$ cat src/rtl/adma_pkg.sv
// ============================================================================
// adma_pkg : shared states, act encodings, descriptor layout, error codes
// Revision : 1.0
// ============================================================================
`default_nettype none

package adma_pkg;

  typedef enum logic [3:0] {
    ST_IDLE      = 4'd0,
    ST_FETCH0    = 4'd1,
    ST_FETCH1    = 4'd2,
    ST_FETCH2    = 4'd3,
    ST_DECODE    = 4'd4,
    ST_ISSUE     = 4'd5,
    ST_WAIT_ACK  = 4'd6,
    ST_WAIT_IDLE = 4'd7,
    ST_DONE      = 4'd8,
    ST_ERROR     = 4'd9
  } adma_state_t;

  typedef enum logic [1:0] {
    ACT_NOP  = 2'b00,
    ACT_RSV  = 2'b01,
    ACT_TRAN = 2'b10,
    ACT_LINK = 2'b11
  } adma_act_t;

  localparam int BIT_VALID = 0;
  localparam int BIT_END   = 1;
  localparam int BIT_ACT1  = 4;
  localparam int BIT_ACT2  = 5;
  localparam int LEN_LSB   = 16;
  localparam int LEN_MSB   = 31;
  localparam int ADDR_LSB  = 32;
  localparam int ADDR_MSB  = 95;

  localparam logic [63:0] DESC_STRIDE = 64'd12;

  localparam logic [1:0] ERR_NONE    = 2'b00;
  localparam logic [1:0] ERR_INVALID = 2'b01;
  localparam logic [1:0] ERR_LOOP    = 2'b10;
  localparam logic [1:0] ERR_DMA     = 2'b11;

  function automatic logic [63:0] fetch_addr(input logic [63:0] ptr, input logic [1:0] idx);
    return ptr + {60'd0, idx, 2'b00};
  endfunction

endpackage

`default_nettype wire

$ cat src/rtl/adma_desc_feeder_if.sv
// ============================================================================
// adma_desc_feeder_if : memory read port and DMA command port of the feeder
// Revision : 1.0
// ============================================================================
`default_nettype none

interface adma_desc_feeder_if;
  logic [63:0] mem_addr_out;
  logic        mem_rd_req;
  logic        mem_rd_ack;
  logic [31:0] mem_data_in;
  logic [95:0] addr_out_COM;
  logic        write_out_COM;
  logic        busy_in_DMA;
  logic        error_in_DMA;

  modport master (
    output mem_addr_out, mem_rd_req, addr_out_COM, write_out_COM,
    input  mem_rd_ack, mem_data_in, busy_in_DMA, error_in_DMA
  );

  modport slave (
    input  mem_addr_out, mem_rd_req, addr_out_COM, write_out_COM,
    output mem_rd_ack, mem_data_in, busy_in_DMA, error_in_DMA
  );
endinterface

`default_nettype wire

$ cat src/rtl/adma_line_asm.sv
// ============================================================================
// adma_line_asm : shifts three 32-bit words into a 96-bit descriptor line
// Revision : 1.0
// ============================================================================
`default_nettype none

module adma_line_asm
  import adma_pkg::*;
(
  input  logic        clk_in_COM,
  input  logic        reset_in_COM,
  input  logic        shift_en,
  input  logic [31:0] word_in,
  output logic [95:0] line_out,
  output logic        valid_out,
  output logic        end_out,
  output adma_act_t   act_out
);

  logic [95:0] r_line;

  // Words enter at the top so word 0 lands in [31:0] after the third shift.
  always_ff @(posedge clk_in_COM) begin
    if (reset_in_COM) begin
      r_line <= '0;
    end else if (shift_en) begin
      r_line <= {word_in, r_line[95:32]};
    end
  end

  assign line_out  = r_line;
  assign valid_out = r_line[BIT_VALID];
  assign end_out   = r_line[BIT_END];
  assign act_out   = adma_act_t'({r_line[BIT_ACT2], r_line[BIT_ACT1]});

endmodule

`default_nettype wire

$ cat src/rtl/adma_desc_feeder.sv
// ============================================================================
// adma_desc_feeder : walks an ADMA descriptor table and issues DMA commands
// Optional LINK following: ADMA_DESC_LINK_EN.  Revision : 1.0
// ============================================================================
`default_nettype none

module adma_desc_feeder
  import adma_pkg::*;
#(
  parameter int MAX_DESC = 64
) (
  input  logic                  clk_in_COM,
  input  logic                  reset_in_COM,
  input  logic                  start_in,
  input  logic [63:0]           desc_base_in,
  adma_desc_feeder_if.master    bus,
  output logic                  done_out,
  output logic                  error_out,
  output logic [1:0]            err_code_out
);

  localparam logic [8:0] c_max_cnt = 9'(MAX_DESC);

  adma_state_t r_state, w_state_nxt;
  logic [63:0] r_ptr;
  logic [8:0]  r_count;
  logic [63:0] r_mem_addr;
  logic        r_mem_rd_req;
  logic [95:0] r_addr_out;
  logic        r_error;
  logic [1:0]  r_err_code;

  logic        w_ack;
  logic        w_in_fetch;
  logic [1:0]  w_word_idx;
  logic [8:0]  w_count_inc;
  logic [1:0]  w_err_nxt;
  logic        w_write;
  logic        w_ptr_step;
`ifdef ADMA_DESC_LINK_EN
  logic        w_ptr_link;
`endif
  logic [95:0] w_line;
  logic        w_valid;
  logic        w_end;
  adma_act_t   w_act;

  assign w_ack       = r_mem_rd_req & bus.mem_rd_ack;
  assign w_count_inc = r_count + 9'd1;

  adma_line_asm u_line_asm (
    .clk_in_COM   (clk_in_COM),
    .reset_in_COM (reset_in_COM),
    .shift_en     (w_ack),
    .word_in      (bus.mem_data_in),
    .line_out     (w_line),
    .valid_out    (w_valid),
    .end_out      (w_end),
    .act_out      (w_act)
  );

  always_comb begin
    w_state_nxt = r_state;
    w_err_nxt   = ERR_NONE;
    w_write     = 1'b0;
    w_ptr_step  = 1'b0;
`ifdef ADMA_DESC_LINK_EN
    w_ptr_link  = 1'b0;
`endif
    w_in_fetch  = 1'b0;
    w_word_idx  = 2'd0;

    case (r_state)
      ST_IDLE:   if (start_in) w_state_nxt = ST_FETCH0;
      ST_FETCH0: begin
        w_in_fetch = 1'b1;
        w_word_idx = 2'd0;
        if (w_ack) w_state_nxt = ST_FETCH1;
      end
      ST_FETCH1: begin
        w_in_fetch = 1'b1;
        w_word_idx = 2'd1;
        if (w_ack) w_state_nxt = ST_FETCH2;
      end
      ST_FETCH2: begin
        w_in_fetch = 1'b1;
        w_word_idx = 2'd2;
        if (w_ack) w_state_nxt = ST_DECODE;
      end
      ST_DECODE: begin
        if (w_count_inc > c_max_cnt) begin
          w_state_nxt = ST_ERROR;
          w_err_nxt   = ERR_LOOP;
        end else if (!w_valid) begin
          w_state_nxt = ST_ERROR;
          w_err_nxt   = ERR_INVALID;
        end else begin
          case (w_act)
            ACT_TRAN: w_state_nxt = ST_ISSUE;
            ACT_LINK: begin
`ifdef ADMA_DESC_LINK_EN
              w_state_nxt = ST_FETCH0;
              w_ptr_link  = 1'b1;
`else
              w_state_nxt = ST_ERROR;
              w_err_nxt   = ERR_DMA;
`endif
            end
            default: begin
              if (w_end) begin
                w_state_nxt = ST_DONE;
              end else begin
                w_state_nxt = ST_FETCH0;
                w_ptr_step  = 1'b1;
              end
            end
          endcase
        end
      end
      ST_ISSUE: begin
        if (!bus.busy_in_DMA) begin
          w_write     = 1'b1;
          w_state_nxt = ST_WAIT_ACK;
        end
      end
      ST_WAIT_ACK:  if (bus.busy_in_DMA) w_state_nxt = ST_WAIT_IDLE;
      ST_WAIT_IDLE: begin
        if (!bus.busy_in_DMA) begin
          if (w_end) begin
            w_state_nxt = ST_DONE;
          end else begin
            w_state_nxt = ST_FETCH0;
            w_ptr_step  = 1'b1;
          end
        end
      end
      ST_DONE:  w_state_nxt = ST_IDLE;
      ST_ERROR: w_state_nxt = ST_IDLE;
      default:  w_state_nxt = ST_IDLE;
    endcase

    // A DMA error overrides whatever the state logic decided this cycle.
    if (r_state != ST_IDLE && bus.error_in_DMA) begin
      w_state_nxt = ST_ERROR;
      w_err_nxt   = ERR_DMA;
      w_write     = 1'b0;
      w_ptr_step  = 1'b0;
`ifdef ADMA_DESC_LINK_EN
      w_ptr_link  = 1'b0;
`endif
    end
  end

  always_ff @(posedge clk_in_COM) begin
    if (reset_in_COM) begin
      r_state      <= ST_IDLE;
      r_ptr        <= '0;
      r_count      <= '0;
      r_mem_addr   <= '0;
      r_mem_rd_req <= 1'b0;
      r_addr_out   <= '0;
      r_error      <= 1'b0;
      r_err_code   <= ERR_NONE;
    end else begin
      r_state <= w_state_nxt;
      // Request rises one cycle after entering a fetch state and drops on the accepting edge.
      r_mem_rd_req <= w_in_fetch && (w_state_nxt == r_state);
      if (w_in_fetch) r_mem_addr <= fetch_addr(r_ptr, w_word_idx);

      if (r_state == ST_IDLE && start_in) begin
        r_ptr      <= desc_base_in;
        r_count    <= '0;
        r_error    <= 1'b0;
        r_err_code <= ERR_NONE;
      end
      if (r_state == ST_DECODE) r_count <= w_count_inc;
      if (w_ptr_step) r_ptr <= r_ptr + DESC_STRIDE;
`ifdef ADMA_DESC_LINK_EN
      if (w_ptr_link) r_ptr <= w_line[ADDR_MSB:ADDR_LSB];
`endif
      if (r_state == ST_DECODE && w_state_nxt == ST_ISSUE) r_addr_out <= w_line;
      if (w_state_nxt == ST_ERROR) begin
        r_error    <= 1'b1;
        r_err_code <= w_err_nxt;
      end
    end
  end

  assign bus.mem_addr_out  = r_mem_addr;
  assign bus.mem_rd_req    = r_mem_rd_req;
  assign bus.addr_out_COM  = r_addr_out;
  assign bus.write_out_COM = w_write;
  assign done_out          = (r_state == ST_DONE);
  assign error_out         = r_error;
  assign err_code_out      = r_err_code;

endmodule

`default_nettype wire

$ cat src/flat_wrapper.sv
// flat-port wrapper written by rule: the top's interface ports become plain ports
module adma_desc_feeder_flat import adma_pkg::*;
#(
  parameter int MAX_DESC = 64
)
  (clk_in_COM, reset_in_COM, start_in, desc_base_in, done_out, error_out, err_code_out, bus_mem_addr_out, bus_mem_rd_req, bus_addr_out_COM, bus_write_out_COM, bus_mem_rd_ack, bus_mem_data_in, bus_busy_in_DMA, bus_error_in_DMA);
  adma_desc_feeder_if bus_i ();
  input  logic clk_in_COM;
  input  logic reset_in_COM;
  input  logic start_in;
  input  logic [63:0] desc_base_in;
  output logic done_out;
  output logic error_out;
  output logic [1:0] err_code_out;
  output wire logic [$bits(bus_i.mem_addr_out)-1:0] bus_mem_addr_out;
  output wire logic [$bits(bus_i.mem_rd_req)-1:0] bus_mem_rd_req;
  output wire logic [$bits(bus_i.addr_out_COM)-1:0] bus_addr_out_COM;
  output wire logic [$bits(bus_i.write_out_COM)-1:0] bus_write_out_COM;
  input wire logic [$bits(bus_i.mem_rd_ack)-1:0] bus_mem_rd_ack;
  input wire logic [$bits(bus_i.mem_data_in)-1:0] bus_mem_data_in;
  input wire logic [$bits(bus_i.busy_in_DMA)-1:0] bus_busy_in_DMA;
  input wire logic [$bits(bus_i.error_in_DMA)-1:0] bus_error_in_DMA;
  assign bus_mem_addr_out = bus_i.mem_addr_out;
  assign bus_mem_rd_req = bus_i.mem_rd_req;
  assign bus_addr_out_COM = bus_i.addr_out_COM;
  assign bus_write_out_COM = bus_i.write_out_COM;
  assign bus_i.mem_rd_ack = bus_mem_rd_ack;
  assign bus_i.mem_data_in = bus_mem_data_in;
  assign bus_i.busy_in_DMA = bus_busy_in_DMA;
  assign bus_i.error_in_DMA = bus_error_in_DMA;
  adma_desc_feeder #(.MAX_DESC(MAX_DESC)) u_core (.clk_in_COM(clk_in_COM), .reset_in_COM(reset_in_COM), .start_in(start_in), .desc_base_in(desc_base_in), .bus(bus_i), .done_out(done_out), .error_out(error_out), .err_code_out(err_code_out));
endmodule
$ cat config.mk
export PLATFORM = sky130hd
export DESIGN_NAME = adma_desc_feeder_flat
export DESIGN_NICKNAME = d
export VERILOG_FILES = /design/src/rtl/adma_pkg.sv /design/src/rtl/adma_desc_feeder_if.sv /design/src/rtl/adma_line_asm.sv /design/src/rtl/adma_desc_feeder.sv /design/src/flat_wrapper.sv
export SDC_FILE = /design/constraint.sdc
export NUM_CORES = 1
export LEC_CHECK = 0
export ABC_CLOCK_PERIOD_IN_PS = 3700
export BUFFER_PORTS_ARGS = -buffer_cell sky130_fd_sc_hd__clkbuf_2
export CELL_PAD_IN_SITES_DETAIL_PLACEMENT = 0
export CELL_PAD_IN_SITES_GLOBAL_PLACEMENT = 1
export CORE_UTILIZATION = 35
export CTS_CLUSTER_SIZE = 16
export DETAILED_ROUTE_END_ITERATION = 10
export PLACE_DENSITY = 0.67
export SETUP_SLACK_MARGIN = 0.02
export SLEW_MARGIN = 0
export SYNTH_ARGS = -nofsm -noshare
export SYNTH_HDL_FRONTEND = slang
export SYNTH_HIERARCHICAL = 1
export SYNTH_SLANG_ARGS = --single-unit
$ cat constraint.sdc
create_clock -name clk_in_COM -period 3.7 [get_ports clk_in_COM]
set_input_delay 0.74 -clock clk_in_COM [delete_from_list [all_inputs] [get_ports clk_in_COM]]
set_output_delay 0.74 -clock clk_in_COM [all_outputs]
set_load 0.005 [all_outputs]
==> flow_summary.json, run 1 <==
{
  "cts_sinks": 337,
  "rrSetupSlack_ps": 590,
  "vias": 14500,
  "timing.rr.start": "u_core/r_state[3]",
  "drive_gt1_frac": 0.207,
  "rows": 78,
  "dp_hpwl_um": 39700,
  "crit_path_end_kind": "register",
  "cts_tree": "done",
  "io_pins": 268,
  "placed_cell_area_mm2": 0.0178,
  "routedWlPerCell_um": 21.0,
  "min_path_type": "input pin to register",
  "rsz0062_at_grt": "false",
  "synthTopCellsByArea": "dfxtp_1 (42%), mux2i_1 (12%), nor2_1 (7.4%), nand2_1 (3.0%), a211oi_1 (2.2%)",
  "crit_fanout": 12,
  "yosysSeqAreaShare": 0.418,
  "crit_chain": "buf_4 -> nor2_1 -> nand3_1 -> fa_1 -> or4_4 -> nor4_4 -> nand3_1 -> xor2_1 -> a211oi_2",
  "synth_seq_cells": 337,
  "grt.overflow.total": 0,
  "htree_levels": 2,
  "coreArea_mm2": 0.0455,
  "synth_cell_type_count": 87,
  "synth_edf_count": 0,
  "yosys_warnings": 6,
  "route.detailed.drc": 0,
  "fill_cells": 4622,
  "tightest_slew_ps": 1100,
  "synth_most_common_cell": "dfxtp_1",
  "synthMuxAreaShare": 0.120,
  "grt.total_usage": 0.232,
  "tns_ps": 0,
  "synth-simple-area-share": 0.237,
  "syn-num-nets": 1945,
  "final_cell_count_no_fill": 2652,
  "cts_resized": 0,
  "postCtsSetupBuffers": 0,
  "fin_crit_ps": 3110,
  "p_leak_nw": 6.77,
  "finalHoldViolations": 0,
  "port_buffers": 267,
  "critPathArrivalTime_ps": 3580,
  "async_flop_share": 0,
  "cp_slowest_stage_delay_ps": 600,
  "crit_type": "register to register",
  "die_area_mm2": 0.0470,
  "start_util": 0.355,
  "ant_nets": 0,
  "synth_cells": 1837,
  "clk_latency_ps": 580,
  "postLayoutCellArea_mm2": 0.0192,
  "worst-r2r-cell-count": 9,
  "dpl.cell_count": 2580,
  "synth.largest_area_cell": "dfxtp_1",
  "synth-compound-area-share": 0.131,
  "die_h_um": 217,
  "area_delta_synth_final_pct": 18.8,
  "slew_headroom": 0.265,
  "synth_top_family_by_area": "simple AND/OR/NAND/NOR gates",
  "fin_util": 0.422,
  "peakVddDrop_uv": 337,
  "ys.flop_type": "dfxtp_1",
  "clock_path_buffers": 3,
  "slew_viol_final": 0,
  "drt-total-wl_um": 55700,
  "die_width_um": 217,
  "syn-mean-instance-area_um2": 8.79,
  "cts_hold_buf": 0,
  "min_period_over_period": 0.841,
  "path_delay_family": "simple AND/OR/NAND/NOR gates",
  "cap_violations": 0,
  "drtIter0Drc": 1000,
  "fmax_ghz": 0.321,
  "synth_common_cells": "dfxtp_1 (337), nor2_1 (318), mux2i_1 (193)",
  "synthAdderAreaFrac": 0.00511,
  "critPathLaunchType": "register",
  "synth-xor-area-share": 0.0293,
  "power.density_mw_per_mm2": 465,
  "crit_buf_inv": 1,
  "cpMaxStageDelayCell": "or4_4",
  "r2r-end": "u_core/bus.mem_addr_out[56]",
  "required_ps": 4170,
  "num_antenna_cells": 0,
  "viasPerCell": 5.47,
  "fin_nets": 2130,
  "clk_pin_slew_ps": 60,
  "cp_common_cell": "nand3_1",
  "finClkSkew_ps": 37.1,
  "setup_viol": 0,
  "grt_max_degree": 156,
  "min_from": "desc_base_in[40]",
  "netlist_area_mm2": 0.0162,
  "grt_pass1_vias": 13800,
  "min_delay_path_depth": 3,
  "cts_root_buf": "clkbuf_16",
  "grt_pass1_wl_um": 84600,
  "routabilityCongestion": 0.930,
  "antenna_found_initial": 2,
  "yosys.area.top_type_share": 0.418,
  "firstDrtPassIters": 5,
  "cts-buffers-inserted": 40,
  "outcome": "finished clean",
  "min_to": "u_core/r_ptr[40]"
}
==> cell usage in the layout, fill, tap and decap left out, drive strengths merged, types with 4 or more instances in the layout <==
cell | Yosys | layout
dfxtp | 337 | 337
nor2 | 319 | 319
clkbuf | 83 | 317
mux2i | 193 | 193
nand2 | 130 | 130
nand4 | 62 | 62
nand3 | 58 | 58
a211oi | 51 | 51
nor3 | 43 | 43
a31oi | 42 | 42
buf | 82 | 42
o21ai | 41 | 41
a21oi | 37 | 37
nor4 | 30 | 30
xnor2 | 29 | 29
xor2 | 25 | 25
or4 | 23 | 23
o211ai | 20 | 20
or3 | 19 | 19
inv | 18 | 19
and3 | 17 | 17
o311ai | 17 | 17
and2 | 16 | 16
a22oi | 14 | 14
clkinv | 0 | 13
a311oi | 11 | 11
nor2b | 8 | 8
a32oi | 7 | 7
and4 | 7 | 7
nor3b | 7 | 7
nand2b | 7 | 7
nor4b | 6 | 6
bufinv | 0 | 5
o31ai | 5 | 5
ha | 5 | 5
nand4b | 4 | 4
o22ai | 4 | 4
or2 | 4 | 4
a221o | 4 | 4
o41ai | 4 | 4
==> cell type report <==
class	instances	area (um2)	area share
repair buffers	308	1740	0.0908
clock buffers	51	1110	0.0580
multi-input cells	1317	8470	0.442
clock inverters	21	297	0.0155
well taps	600	751	0.0391
inverters	18	67.6	0.00352
flip-flops and latches	337	6750	0.352
==> per-stage QoR <==
step	power, mW	worst slack (ps)	hold WS [ps]
after floorplan	4.48	465	432
after global placement	4.83	660	444
after detailed placement	4.84	637	451
after CTS	9.05	573	330
after global routing	9.28	427	356
final	8.93	589	365
==> how the worst max path moves through the flow <==
stage	start	to	depth (start not counted)
2_1_floorplan	u_core/r_state[1]	u_core/bus.mem_addr_out[56]	12
3_3_place_gp	u_core/r_state[0]	u_core/bus.mem_addr_out[48]	9
3_5_place_dp	u_core/r_state[3]	u_core/bus.mem_addr_out[48]	9
4_1_cts	u_core/r_state[3]	u_core/bus.mem_addr_out[56]	9
5_1_grt	u_core/r_state[3]	u_core/bus.mem_addr_out[56]	9
6_report	u_core/r_state[3]	u_core/bus.mem_addr_out[56]	9
==> tightest hold or removal path, delay by kind of cell <==
family	cells	cell delay (ps)
AND/OR/NAND/NOR	1	60
AO/OA/AOI/OAI	1	50
buffers and inverters	1	80
==> layer usage <==
| layer | GRT usage | share of wire | up-vias |
|---|---|---|---|
| li1 | - | - | 7015 |
| met1 | 0.311 | 0.44 | 6917 |
| met2 | 0.370 | 0.46 | 480 |
| met3 | 0.0465 | 0.076 | 84 |
| met4 | 0.0812 | 0.030 | 4 |
| met5 | 0 | 0.00045 | - |
==> logic make-up after synthesis <==
group | after synthesis
fa+ha+maj | 6
xor+xnor | 54
compound gates | 295
buf+inv | 183
simple gates | 768
flops | 337
mux | 194
==> registers in the layout (all words and copies together) (netlist names), 2 cells and up <==
| register | cells |
|---|---|
| u_core/u_line_asm/line_out | 96 |
| u_core/bus.mem_addr_out | 64 |
| u_core/err_code_out | 2 |
| u_core/r_count | 9 |
| u_core/bus.addr_out_COM | 96 |
| u_core/r_ptr | 64 |
| u_core/r_state | 4 |
==> where the power goes <==
| group | leakage [nW] | switching [mW] | internal (mW) |
|---|---|---|---|
| registers | 2.73 | 0.172 | 3.77 |
| logic | 3.35 | 0.506 | 0.309 |
| clock network | 0.690 | 1.67 | 2.50 |
| total | 6.77 | 2.35 | 6.58 |
No activity file was read; power rests on OpenSTA's default activity.
==> run 2, diff against run 1 <==
ABC_CLOCK_PERIOD_IN_PS = 2600   (was 3700)
PLACE_DENSITY = 0.69   (was 0.67)
clock period = 2.6 ns   (was 3.7 ns; I/O delays follow)
==> run 2 against run 1 <==
Effect of this change:
- the run now ends with setup timing left
- clock-buffer cell count is 2 higher
- wire length is 6.0% higher
- design area is 10% higher
- clock skew is 2.8 ps lower
- worst setup slack worse by 610 ps
- final cell count is 6.9% higher
- combinational power is 71% higher
- first-iteration DRC count is 25% higher
- hold slack worse by 190 ps
- critical path type unchanged
- critical endpoint unchanged
- highest routed layer unchanged
==> flow_summary.json, run 2 (synthesis gave the netlist of run 1 again) <==
{
  "clk_latency_ps": 580,
  "slew_viol_final": 0,
  "grt_pass1_wl_um": 89100,
  "min_from": "desc_base_in[0]",
  "setup_viol": 2,
  "cap_violations": 0,
  "min_period_over_period": 1.01,
  "routedWlPerCell_um": 20.8,
  "io_pins": 268,
  "cts_hold_buf": 0,
  "dp_hpwl_um": 43200,
  "tns_ps": -29.6,
  "final_cell_count_no_fill": 2836,
  "crit_fanout": 5,
  "die_area_mm2": 0.0470,
  "fin_crit_ps": 2620,
  "antenna_found_initial": 1,
  "clk_pin_slew_ps": 60,
  "crit_type": "register to register",
  "cts_sinks": 337,
  "cts-buffers-inserted": 39,
  "total_power_mw": 13.0,
  "critPathArrivalTime_ps": 3090,
  "violations": "setup timing",
  "finClkSkew_ps": 34.3,
  "power.density_mw_per_mm2": 613,
  "cts_root_buf": "clkbuf_16",
  "post-place-ws_ps": -99.4,
  "area_delta_synth_final_pct": 31.1,
  "grt_max_degree": 127,
  "timing.rr.start": "u_core/r_state[0]",
  "start_util": 0.355,
  "routabilityCongestion": 0.891,
  "die_h_um": 217,
  "mostFrequentLayoutCell": "dfxtp_1",
  "firstDrtPassIters": 5,
  "hold_slack_ps": 172,
  "finalHoldViolations": 0,
  "peakVddDrop_uv": 551,
  "p_leak_nw": 7.94,
  "slew_headroom": 0.463,
  "startpoint": "u_core/r_state[0]",
  "grt.total_usage": 0.244,
  "num_antenna_cells": 0,
  "min_path_type": "input pin to register",
  "port_buffers": 267,
  "fin_nets": 2314,
  "drtIter0Drc": 1253,
  "tightest_slew_ps": 804,
  "vias": 15200,
  "final_cell_mix": "dfxtp_1 (329), nor2_1 (313), clkbuf_2 (266), buf_4 (192), mux2i_1 (190)",
  "viasPerCell": 5.36,
  "dpl.cell_count": 2747,
  "coreArea_mm2": 0.0455,
  "htree_levels": 2,
  "outcome": "complete, but fails checks",
  "route.detailed.drc": 0,
  "crit_path_end_kind": "register",
  "cts_tree": "done",
  "ant_nets": 0,
  "drt-total-wl_um": 59000,
  "grt.overflow.total": 0,
  "critPathLaunchType": "register",
  "required_ps": 3070,
  "die_width_um": 217,
  "grt_pass1_vias": 14700,
  "drive_gt1_frac": 0.292,
  "rsz0062_at_grt": "true",
  "clock_path_buffers": 3,
  "fmax_ghz": 0.382,
  "rows": 78,
  "setup_ws_ps": -16.8
}
run 2: critical path, stage by stage, from the launching register on:
cell,delay [ps]
dfxtp_2,330
nor4b_4,260
ha_2,220
inv_2,40
fa_2,390
or4_4,540
nor4_4,140
buf_4,170
nand3_1,100
xor2_1,180
a211oi_2,170
run 2: area by class of cell:
class | instances | area [um2]
multi-input cells | 1317 | 8790
clock buffers | 53 | 1090
well taps | 600 | 751
flip-flops and latches | 337 | 6760
inverters | 18 | 67.6
fillers | 4566 | 24300
clock inverters | 18 | 332
repair buffers | 493 | 3390
run 2: per-stage QoR:
step           cell area [um2]   util
6_report                 21200  0.466
5_1_grt                  21200  0.466
4_1_cts                  20700  0.456
3_5_place_dp             19200  0.422
3_3_place_gp             19200  0.422
2_1_floorplan            16300      -
run 2: final timing paths:
| path | end | slack (ps) | depth (start not counted) |
|---|---|---|---|
| setup reg to reg | u_core/bus.mem_addr_out[56] | -20 | 10 |
| hold / removal | u_core/r_ptr[0] | 170 | 3 |
| hold reg to reg | u_core/bus.mem_addr_out[1] | 460 | 2 |
| setup / recovery | u_core/bus.mem_addr_out[56] | -20 | 10 |
run 2: routing by layer:
metal | vias to the layer above | part of all wire | global-route usage | wire length (um)
li1 | 7361 | - | - | -
met1 | 7270 | 0.44 | 0.320 | 25800
met2 | 480 | 0.47 | 0.405 | 27600
met3 | 97 | 0.065 | 0.0440 | 3820
met4 | 2 | 0.029 | 0.0791 | 1730
met5 | - | 0.00019 | 0 | 11
run 2: timing repair:
action	in CTS	in global routing
buffers inserted	6	8
pin swaps	8	20
setup endpoints to repair	37	102
resized for setup	14	62
gates cloned	0	4
run 2: where the power goes:
| part | total [mW] | internal [mW] | switching, mW |
|---|---|---|---|
| clock | 6.04 | 3.68 | 2.36 |
| sequential | 5.56 | 5.37 | 0.189 |
| combinational | 1.39 | 0.551 | 0.837 |
| total | 13.0 | 9.60 | 3.38 |
